## src/rtl/reg_list_sequencer.sv

```systemverilog
// Purpose: walks the set bits of a captured register list, one per enabled cycle, with a one-hot register-file enable.
// Latency: first step 1 cycle after the accepted start; done pulses the cycle after the last step.
// Backpressure: enable=0 stalls the walk with all registered outputs held and e forced to zero.
module reg_list_sequencer #(
    parameter int NREG    = 16,
    parameter int IDX_W   = $clog2(NREG),
    parameter bit DESCEND = 1'b0
) (
    input  logic             clk,
    input  logic             reset_n,
    input  logic             start,
    input  logic [NREG-1:0]  list,
    input  logic             enable,
    output logic [NREG-1:0]  e,
    output logic [IDX_W-1:0] idx,
    output logic             valid,
    output logic             first,
    output logic             last,
    output logic             busy,
    output logic             done,
    output logic [IDX_W:0]   count
);

    localparam logic IDLE = 1'b0;
    localparam logic RUN  = 1'b1;

    logic            state;
    logic [NREG-1:0] pend;

    logic [NREG-1:0]  src;
    logic [IDX_W-1:0] sel;
    logic [NREG-1:0]  rem;
    logic [IDX_W:0]   src_cnt;

    // In IDLE the incoming list is encoded directly; in RUN the pending bits are.
    assign src = (state == IDLE) ? list : pend;

    always_comb begin
        sel = '0;
        if (DESCEND) begin
            for (int i = 0; i < NREG; i++)
                if (src[i]) sel = IDX_W'(i);
        end else begin
            for (int i = NREG - 1; i >= 0; i--)
                if (src[i]) sel = IDX_W'(i);
        end
    end

    always_comb begin
        rem      = src;
        rem[sel] = 1'b0;
    end

    always_comb begin
        src_cnt = '0;
        for (int i = 0; i < NREG; i++)
            src_cnt = src_cnt + (IDX_W+1)'(src[i]);
    end

    // Index 0 maps to the MSB of e.
    always_comb begin
        e = '0;
        for (int i = 0; i < NREG; i++)
            e[NREG-1-i] = valid && enable && (idx == IDX_W'(i));
    end

    assign busy = (state == RUN);

    always_ff @(posedge clk or negedge reset_n) begin
        if (!reset_n) begin
            state <= IDLE;
            pend  <= '0;
            idx   <= '0;
            valid <= 1'b0;
            first <= 1'b0;
            last  <= 1'b0;
            done  <= 1'b0;
            count <= '0;
        end else begin
            done <= 1'b0;
            case (state)
                IDLE: begin
                    if (start) begin
                        count <= src_cnt;
                        if (list != '0) begin
                            pend  <= rem;
                            idx   <= sel;
                            valid <= 1'b1;
                            first <= 1'b1;
                            last  <= (src_cnt == (IDX_W+1)'(1));
                            state <= RUN;
                        end else begin
                            done <= 1'b1;
                        end
                    end
                end
                RUN: begin
                    if (enable) begin
                        if (last) begin
                            valid <= 1'b0;
                            first <= 1'b0;
                            last  <= 1'b0;
                            done  <= 1'b1;
                            state <= IDLE;
                        end else begin
                            idx   <= sel;
                            pend  <= rem;
                            first <= 1'b0;
                            last  <= (src_cnt == (IDX_W+1)'(1));
                        end
                    end
                end
                default: state <= IDLE;
            endcase
        end
    end

endmodule

```

## config.mk

```make
export PLATFORM = sky130hd
export DESIGN_NAME = reg_list_sequencer
export DESIGN_NICKNAME = d
export VERILOG_FILES = /design/src/rtl/reg_list_sequencer.sv
export SDC_FILE = /design/constraint.sdc
export NUM_CORES = 1
export LEC_CHECK = 0
export CORE_MARGIN = 4
export CORE_UTILIZATION = 51
export CTS_CLUSTER_DIAMETER = 120
export DETAILED_ROUTE_END_ITERATION = 16
export PLACE_DENSITY = 0.86
export SYNTH_ARGS = -nofsm -noshare
export SYNTH_HDL_FRONTEND = slang
export SYNTH_SLANG_ARGS = --single-unit
```

## constraint.sdc

```tcl
create_clock -name clk -period 6.3 [get_ports clk]
set_clock_uncertainty 0.2 [all_clocks]
set_input_delay 1.26 -clock clk [delete_from_list [all_inputs] [get_ports clk]]
set_output_delay 1.26 -clock clk [all_outputs]
set_load 0.1 [all_outputs]
```

Word-level counts from Yosys, hierarchy flattened
Cells that the tools add are included.
{"block": "classes", "eq_ne": 21, "bitwise_logic": 3, "n_mux": 51, "shifts": 0, "multipliers": 0, "add_sub_neg": 15, "n_reduce_logical": 24, "magnitude_cmp": 2, "n_div": 0}
{"operator": "two-way mux 16 bit", "count": 5}
{"operator": "two-way mux 4 bit", "count": 20}
{"operator": "adder 5 x 1 -> 5 bit", "count": 11}
{"operator": "equality test 4 bit (second input constant)", "count": 8}
{"operator": "case mux 16 bit (2 select lines)", "count": 1}
{"operator": "logical AND 1 bit", "count": 18}
{"operator": "two-way mux 1 bit", "count": 18}
{"operator": "AND 16 bit", "count": 1}
{"operator": "equality test 4 x 3 -> 1 bit (second input constant)", "count": 4}
{"operator": "NOT 16 bit", "count": 1}
{"operator": "nonzero test 16 bit", "count": 1}
{"operator": "case mux 1 bit (2 select lines)", "count": 5}
{"operator": "equality test 4 x 2 -> 1 bit (second input constant)", "count": 2}
{"operator": "!= test 2 bit (second input constant)", "count": 4}
{"operator": "case mux 4 bit (2 select lines)", "count": 1}
{"operator": "AND reduction 4 bit", "count": 2}
{"operator": "adder 4 x 1 -> 5 bit", "count": 1}
{"operator": "equality test 5 x 1 -> 1 bit (second input constant)", "count": 1}
{"operator": "< comparator 4 x 5 -> 1 bit (second input constant)", "count": 1}
{"operator": "adder 3 x 1 -> 4 bit", "count": 1}
{"operator": "demux 1 bit (select 4 bit)", "count": 1}
{"operator": "equality test 4 x 1 -> 1 bit (second input constant)", "count": 1}
{"operator": "greater-or-equal comparator 4 x 1 -> 1 bit (second input constant)", "count": 1}
{"operator": "logical NOT 4 bit", "count": 1}
{"operator": "6 further kinds", "count": 6}
{"block": "totals", "latch_bits": 0, "in_bits": 20, "romBits": 0, "output_inout_bits": 30, "reg_bits": 30, "mem_bits_rw": 0, "wordCells": 124, "memories": 0}

Logic depth before layout (Yosys ltp)
Gate-level depths: netlist of run 1.
{"block": "depth", "ltp_word": 26, "ltp_mapped": 18, "depth_no_buf": 15}

Worst setup path before layout of run 1
OpenSTA, ideal clock, no wires.
{"block": "synth_timing", "path_kind": "register -> register", "from": "register state, in the netlist busy", "to": "register last", "arrival_time_ns": 5.248, "setup_slack_ns": 0.785, "stages_incl_launch_ff": 18, "required_time_ns": 6.033, "period_less_slack_ns": 5.515, "path_buffers": 3, "path_cell_list": "dfrtp_1 > buf_6 > buf_6 > buf_4 > mux2_2 > inv_1 > fa_1 > fa_1 > inv_1 > fa_1 > fa_1 > ha_1 > inv_1 > fa_1 > xor2_1 > a22oi_1 > a2111oi_0 > a31o_2"}
{"block": "synth_between", "elab_chain_cells": 20, "elab_cells_between_ends": 27, "cone_classes": "add/sub (15); eq/ne (4); mux (6); bitwise (1); reduce/logical (1)"}
{"item": "start, declared", "line_no": "27", "source": "logic state;"}
{"item": "start signal, assigned", "line_no": "71", "source": "state <= IDLE;"}
{"item": "start signal, assigned", "line_no": "91", "source": "state <= RUN;"}
{"item": "start signal, assigned", "line_no": "104", "source": "state <= IDLE;"}
{"item": "two-way mux 16 bit", "line_no": "36", "source": "assign src = (state == IDLE) ? list : pend;"}
{"item": "adder 1 x 1 -> 2 bit", "line_no": "57", "source": "src_cnt = src_cnt + (IDX_W+1)'(src[i]);"}
{"item": "adder 2 x 1 -> 3 bit", "line_no": "57"}
{"item": "adder 3 x 1 -> 4 bit", "line_no": "57"}
{"item": "adder 4 x 1 -> 5 bit", "line_no": "57"}
{"item": "adder 5 x 1 -> 5 bit (11 in a row)", "line_no": "57"}
{"item": "equality test 5 x 1 -> 1 bit", "line_no": "90, 109"}
{"item": "two-way mux 1 bit, on equally long branches", "line_no": "99, 85"}
{"item": "two-way mux 1 bit, on equally long branches", "line_no": "98, 83"}
{"item": "case mux 1 bit (2 select lines)", "line_no": "81", "source": "case (state)"}
{"item": "end signal, assigned", "line_no": "90", "source": "last <= (src_cnt == (IDX_W+1)'(1));"}
{"item": "end signal, assigned", "line_no": "109", "source": "last <= (src_cnt == (IDX_W+1)'(1));"}
{"item": "end, declared", "line_no": "18", "source": "output logic last,"}
Parallel ways exist; a longest one is shown, timed or not. The select of a mux whose other input is x is not followed.
A chain may end at the register's enable or synchronous reset.

Final worst setup path of run 1
{"block": "layout_timing", "from": "input port list[1]", "to": "register last"}
{"block": "layout_between", "elab_chain_cells": 20, "elab_cells_between_ends": 25, "cone_classes": "add/sub (15); eq/ne (2); mux (6); reduce/logical (2)"}
{"item": "start, declared", "line_no": "12", "source": "input logic [NREG-1:0] list,"}
{"item": "two-way mux 16 bit", "line_no": "36"}
{"item": "adder 1 x 1 -> 2 bit", "line_no": "57"}
{"item": "adder 2 x 1 -> 3 bit", "line_no": "57"}
{"item": "adder 3 x 1 -> 4 bit", "line_no": "57"}
{"item": "adder 4 x 1 -> 5 bit", "line_no": "57"}
{"item": "adder 5 x 1 -> 5 bit (11 in a row)", "line_no": "57"}
{"item": "equality test 5 x 1 -> 1 bit", "line_no": "90, 109"}
{"item": "two-way mux 1 bit, on equally long branches", "line_no": "99, 85"}
{"item": "two-way mux 1 bit, on equally long branches", "line_no": "98, 83"}
{"item": "case mux 1 bit (2 select lines)", "line_no": "81"}
Parallel ways exist; a longest one is shown, timed or not. The select of a mux whose other input is x is not followed.

==> results of run 1 <==
metal layers:
| metal | up-vias | track usage |
|---|---|---|
| met2 | 78 | 0.341 |
| met3 | 8 | 0.0422 |
| met5 | - | 0 |
| met4 | 0 | 0.0699 |
| li1 | 1015 | - |
| met1 | 974 | 0.280 |
flip-flops by register name, summed over array words and instances (netlist names):
signal  cells
pend       16
valid       1
busy        1
idx         4
count       5
done        1
last        1
first       1
final timing paths:
check | startpoint | end | slack [ns]
max | list[1] | last | 0.63
min | first | first | 0.28
max reg2reg | busy | last | 1.06
min reg2reg | first | first | 0.28
max in group asynchronous | reset_n | idx[1] | 4.46
min in group asynchronous | reset_n | pend[9] | 1.16
final cells by class:
| cell class | instances | area (sq um) | area share |
|---|---|---|---|
| Multi-Input combinational cell | 198 | 1430 | 0.490 |
| Sequential cell | 30 | 751 | 0.257 |
| Timing Repair Buffer | 51 | 515 | 0.176 |
| Clock buffer | 7 | 86.3 | 0.0296 |
| Inverter | 18 | 67.6 | 0.0231 |
| Tap cell | 52 | 65.1 | 0.0223 |
| Clock inverter | 1 | 5.00 | 0.00171 |
kinds of logic (layout without fill, tap and decap cells):
logic type	Yosys count	in the layout	synth area share
simple gates	103	103	0.208
mux	23	23	0.106
fa+ha+maj	15	15	0.113
flops	30	30	0.324
buf+inv	29	77	0.0588
xor+xnor	2	2	0.00756
compound gates	55	55	0.182
critical path, stage by stage:
cell and delay, ns:
clkdlybuf4s50_1 0.45, mux2_2 0.31, inv_1 0.12, fa_1 0.47, fa_1 0.54, inv_1 0.05, fa_1 0.50, fa_1 0.55
ha_1 0.19, inv_1 0.06, fa_1 0.41, xor2_1 0.20, a22oi_1 0.10, a2111oi_0 0.32, a31o_2 0.17
placed cells by master (no fill, tap or decap), types with 2 or more instances in the layout:
cell / netlist / layout
a221oi_1: 7 / 7
mux2i_2: 2 / 2
a31oi_1: 3 / 3
inv_1: 18 / 18
or3b_2: 2 / 2
a21oi_1: 8 / 8
clkdlybuf4s50_1: 0 / 48
ha_1: 5 / 5
nor4_1: 4 / 4
nand2b_1: 9 / 9
mux2i_1: 14 / 14
fa_1: 10 / 10
o21ai_0: 9 / 9
a22o_1: 2 / 2
dfrtp_1: 30 / 30
or3_1: 3 / 3
buf_4: 2 / 2
nand4_1: 2 / 2
nor2_1: 35 / 35
a21o_1: 3 / 3
nand3_1: 4 / 4
a221oi_2: 3 / 3
nand2_1: 25 / 25
a211oi_1: 2 / 2
nor3_1: 12 / 12
o21ai_1: 2 / 2
mux2_2: 7 / 7
clkbuf_8: 0 / 6
nor2b_1: 3 / 3
nor3b_1: 3 / 3
per-stage QoR:
| step | area [sq um] | worst slack (ns) | utilization |
|---|---|---|---|
| 3_5_place_dp | 2830 | 0.368 | 0.646 |
| 6_report | 2920 | 0.625 | 0.666 |
| 4_1_cts | 2920 | 0.627 | 0.666 |
| 5_1_grt | 2920 | 0.424 | 0.666 |
| 3_3_place_gp | 2830 | 0.493 | 0.646 |
| 2_1_floorplan | 2320 | 0.785 | - |
==> reports/results.txt, run 1 <==
fin. max-slew vios: 0
Arr. time, crit path: 5.70 ns
layout cell share with drive strength beyond 1: 0.0885
first-pass GRT wire length: 9100 um
Post-synth EDFFs: 0
nets: 339
vias in the first global route: 1,957
#FFs+latches synth: 30
row cnt: 24
pin count of the biggest net entering global routing: 31
DRT Pass-1 Iters: 4
synthesized instance count: 257
top cells by area, synth: dfrtp_1, fa_1, mux2i_1
number of max-cap violations: 0
CP startpoint kind: input pin
clock buffer count from CTS: 5
Fmax achieved: 176 MHz
DR vias/cell: 5.81
post-CTS sizing: 0
Required @ worst endpoint: 6.32 ns
core area: 4380 sq um
per-cell routed wire length: 15.5 um
period utilization: 0.901
placed instance count: 349
Post-Syn Area per Cell: 9.02 sq um
CTS max path bufs: 2
hold slack final: 0.277 ns
share of the synthesized area in the top cell type: 0.324
post-synth net total: 292
final setup vio count: 0
Non-Filler Instances: 357
Die ar.: 5690 sq um
status: finished clean
RSZ-0062 raised after global routing: no
Reg2Reg Depth: 14
slew margin rel.: 0.261
Post-CTS Repair Setup Buffers: 0
Clock Root Buffer: clkbuf_8
vias after detailed routing: 2,075
Tightest Hold Check Type: register to register
Top FF cell, synth: dfrtp_1
H-Tree Depth: 2
Worst-Margin Slew: 1.10 ns
WL met2: 2590 um
n_diodes: 0
Ys Warns: 0
residual DRC count: 0
leading cell type by number of instances after synthesis: nor2_1
CTS Sinks: 30
synth cell count leaders: nor2_1, dfrtp_1, nand2_1
Initial Util: 0.529
post-synthesis sequential area ratio: 0.324
crit-path max FO: 3
DRT iter0 DRCs: 125
metal3 WL: 433 um
# port buffers: 49
CTS tree: yes
initial antenna violation count: 0
critical path class: input pin to register
critical path endpoint category: register
synth unique cells: 50
M1 wire length: 2440 um
Clock Latency Late Sink: 0.28 ns
Post-Route WL: 5540 um
Die X-Extent: 75.4 um
hold buffers post-CTS: 0
GR Util All Layers: 0.210
Worst-path clk slew: 0.06 ns
ys async rst share: 1.00
Detail Placement HPWL: 4410 um
grt total ovfl: 0
area grow syn2layout: 26.0%
Syn Std Cell Area: 2320 sq um
Top Ports: 50
Hold Crit Depth: 2
die span in y: 75.4 um
Routability Congestion: 0.925
Final min period: 5.67 ns
Fill cells: 364
top sig layer: met4
area leader, netlist: dfrtp_1
setup TNS: 0 ns
DRT antenna net count: 0
Final Hold Violating Endpoints: 0
Power of run 1 is not shown: default switching activity piles up to over one toggle a cycle in this logic, so the estimate is an artifact.
==> inputs of run 2 (changes only) <==
PLACE_DENSITY = 0.8   (was 0.86)
==> reports/results.txt, run 2 (same netlist as run 1, synthesis figures left out) <==
status: finished clean
Place WS: 0.328 ns
commonest non-fill, non-tap cell in the layout: clkdlybuf4s50_1
busiest grt layer: met2
setup TNS: 0 ns
Multi-input gate area: 1430 sq um
period utilization: 0.904
Routability Congestion: 0.938
CP startpoint kind: input pin
n_diodes: 0
FF/Latch Area: 751 sq um
Die X-Extent: 75.4 um
# port buffers: 49
per-cell routed wire length: 16.0 um
CTS tree: yes
crit-path max FO: 3
met2 Resource Use GR: 0.344
Final min period: 5.70 ns
DRT antenna net count: 0
Die ar.: 5690 sq um
vias in the first global route: 1,900
GR Util All Layers: 0.216
grt met1 use: 0.289
Required @ worst endpoint: 6.32 ns
critical path endpoint category: register
clock buffer count from CTS: 5
core area: 4380 sq um
Fmax achieved: 176 MHz
setup ws final: 0.603 ns
area grow syn2layout: 26.1%
vias after detailed routing: 2,136
Arr. time, crit path: 5.72 ns
DP Area: 2830 sq um
fin area: 2920 sq um
row cnt: 24
post-CTS sizing: 0
Post-Route WL: 5730 um
critical path class: input pin to register
final setup vio count: 0
Post-CTS Repair Setup Buffers: 0
fin. max-slew vios: 0
Worst-path clk slew: 0.07 ns
met3 usage: 0.0475
layout cell share with drive strength beyond 1: 0.0852
DRT Pass-1 Iters: 4
initial antenna violation count: 0
grt total ovfl: 0
Initial Util: 0.529
nets: 339
Clock Root Buffer: clkbuf_8
CTS Sinks: 30
Detail Placement HPWL: 4510 um
Clock Latency Late Sink: 0.28 ns
pin count of the biggest net entering global routing: 31
H-Tree Depth: 2
max reg flops: 16
DR vias/cell: 5.98
hold buffers post-CTS: 0
Top Ports: 50
CTS max path bufs: 2
Largest Register: pend
Fill cells: 398
RSZ-0062 raised after global routing: no
die span in y: 75.4 um
Worst-Margin Slew: 1.16 ns
residual DRC count: 0
R2R Setup Slk: 1.03 ns
first-pass GRT wire length: 9200 um
Tightest Hold Check Type: register to register
most frequent cells in the layout: clkdlybuf4s50_1, nor2_1, dfrtp_1
DRT iter0 DRCs: 117
slew margin rel.: 0.225
Final Hold Violating Endpoints: 0
Largest regs: pend (16), count (5), idx (4)
number of max-cap violations: 0
run 2: critical path: stages:
cell and delay (ns):
clkdlybuf4s50_1 0.44, mux2_2 0.30, inv_1 0.12, fa_1 0.46
fa_1 0.54, inv_1 0.05, fa_1 0.50, fa_1 0.56
ha_1 0.18, inv_1 0.06, fa_1 0.41, xor2_1 0.21
a22oi_1 0.11, a2111oi_0 0.34, a31o_2 0.18
run 2: layer usage:
layer  routed length [um]  vias up
li1                     -     1021
met1                 2510     1007
met2                 2600       95
met3                  493       13
met4                  128        0
met5                    0        -
run 2: layout make-up:
class | count | share of cell area
Multi-Input combinational cell | 198 | 0.490
Sequential cell | 30 | 0.257
Timing Repair Buffer | 51 | 0.177
Clock buffer | 7 | 0.0295
Inverter | 18 | 0.0231
Tap cell | 52 | 0.0223
Clock inverter | 1 | 0.00171
run 2: final timing paths:
path	start	cells after the start	end
max	list[3]	15	last
min	first	2	first
max reg2reg	busy	14	last
min reg2reg	first	2	first
max in group asynchronous	reset_n	2	pend[1]
min in group asynchronous	reset_n	2	pend[9]
run 2: stage by stage:
step | instances | hold slack, ns | util
final | 357 | 0.274 | 0.667
after global placement | 349 | 0.258 | 0.646
after detailed placement | 349 | 0.264 | 0.646
after CTS | 357 | 0.281 | 0.667
after global routing | 357 | 0.307 | 0.667
after floorplan | 257 | 0.277 | -
Power of run 2 is left out for the same reason.
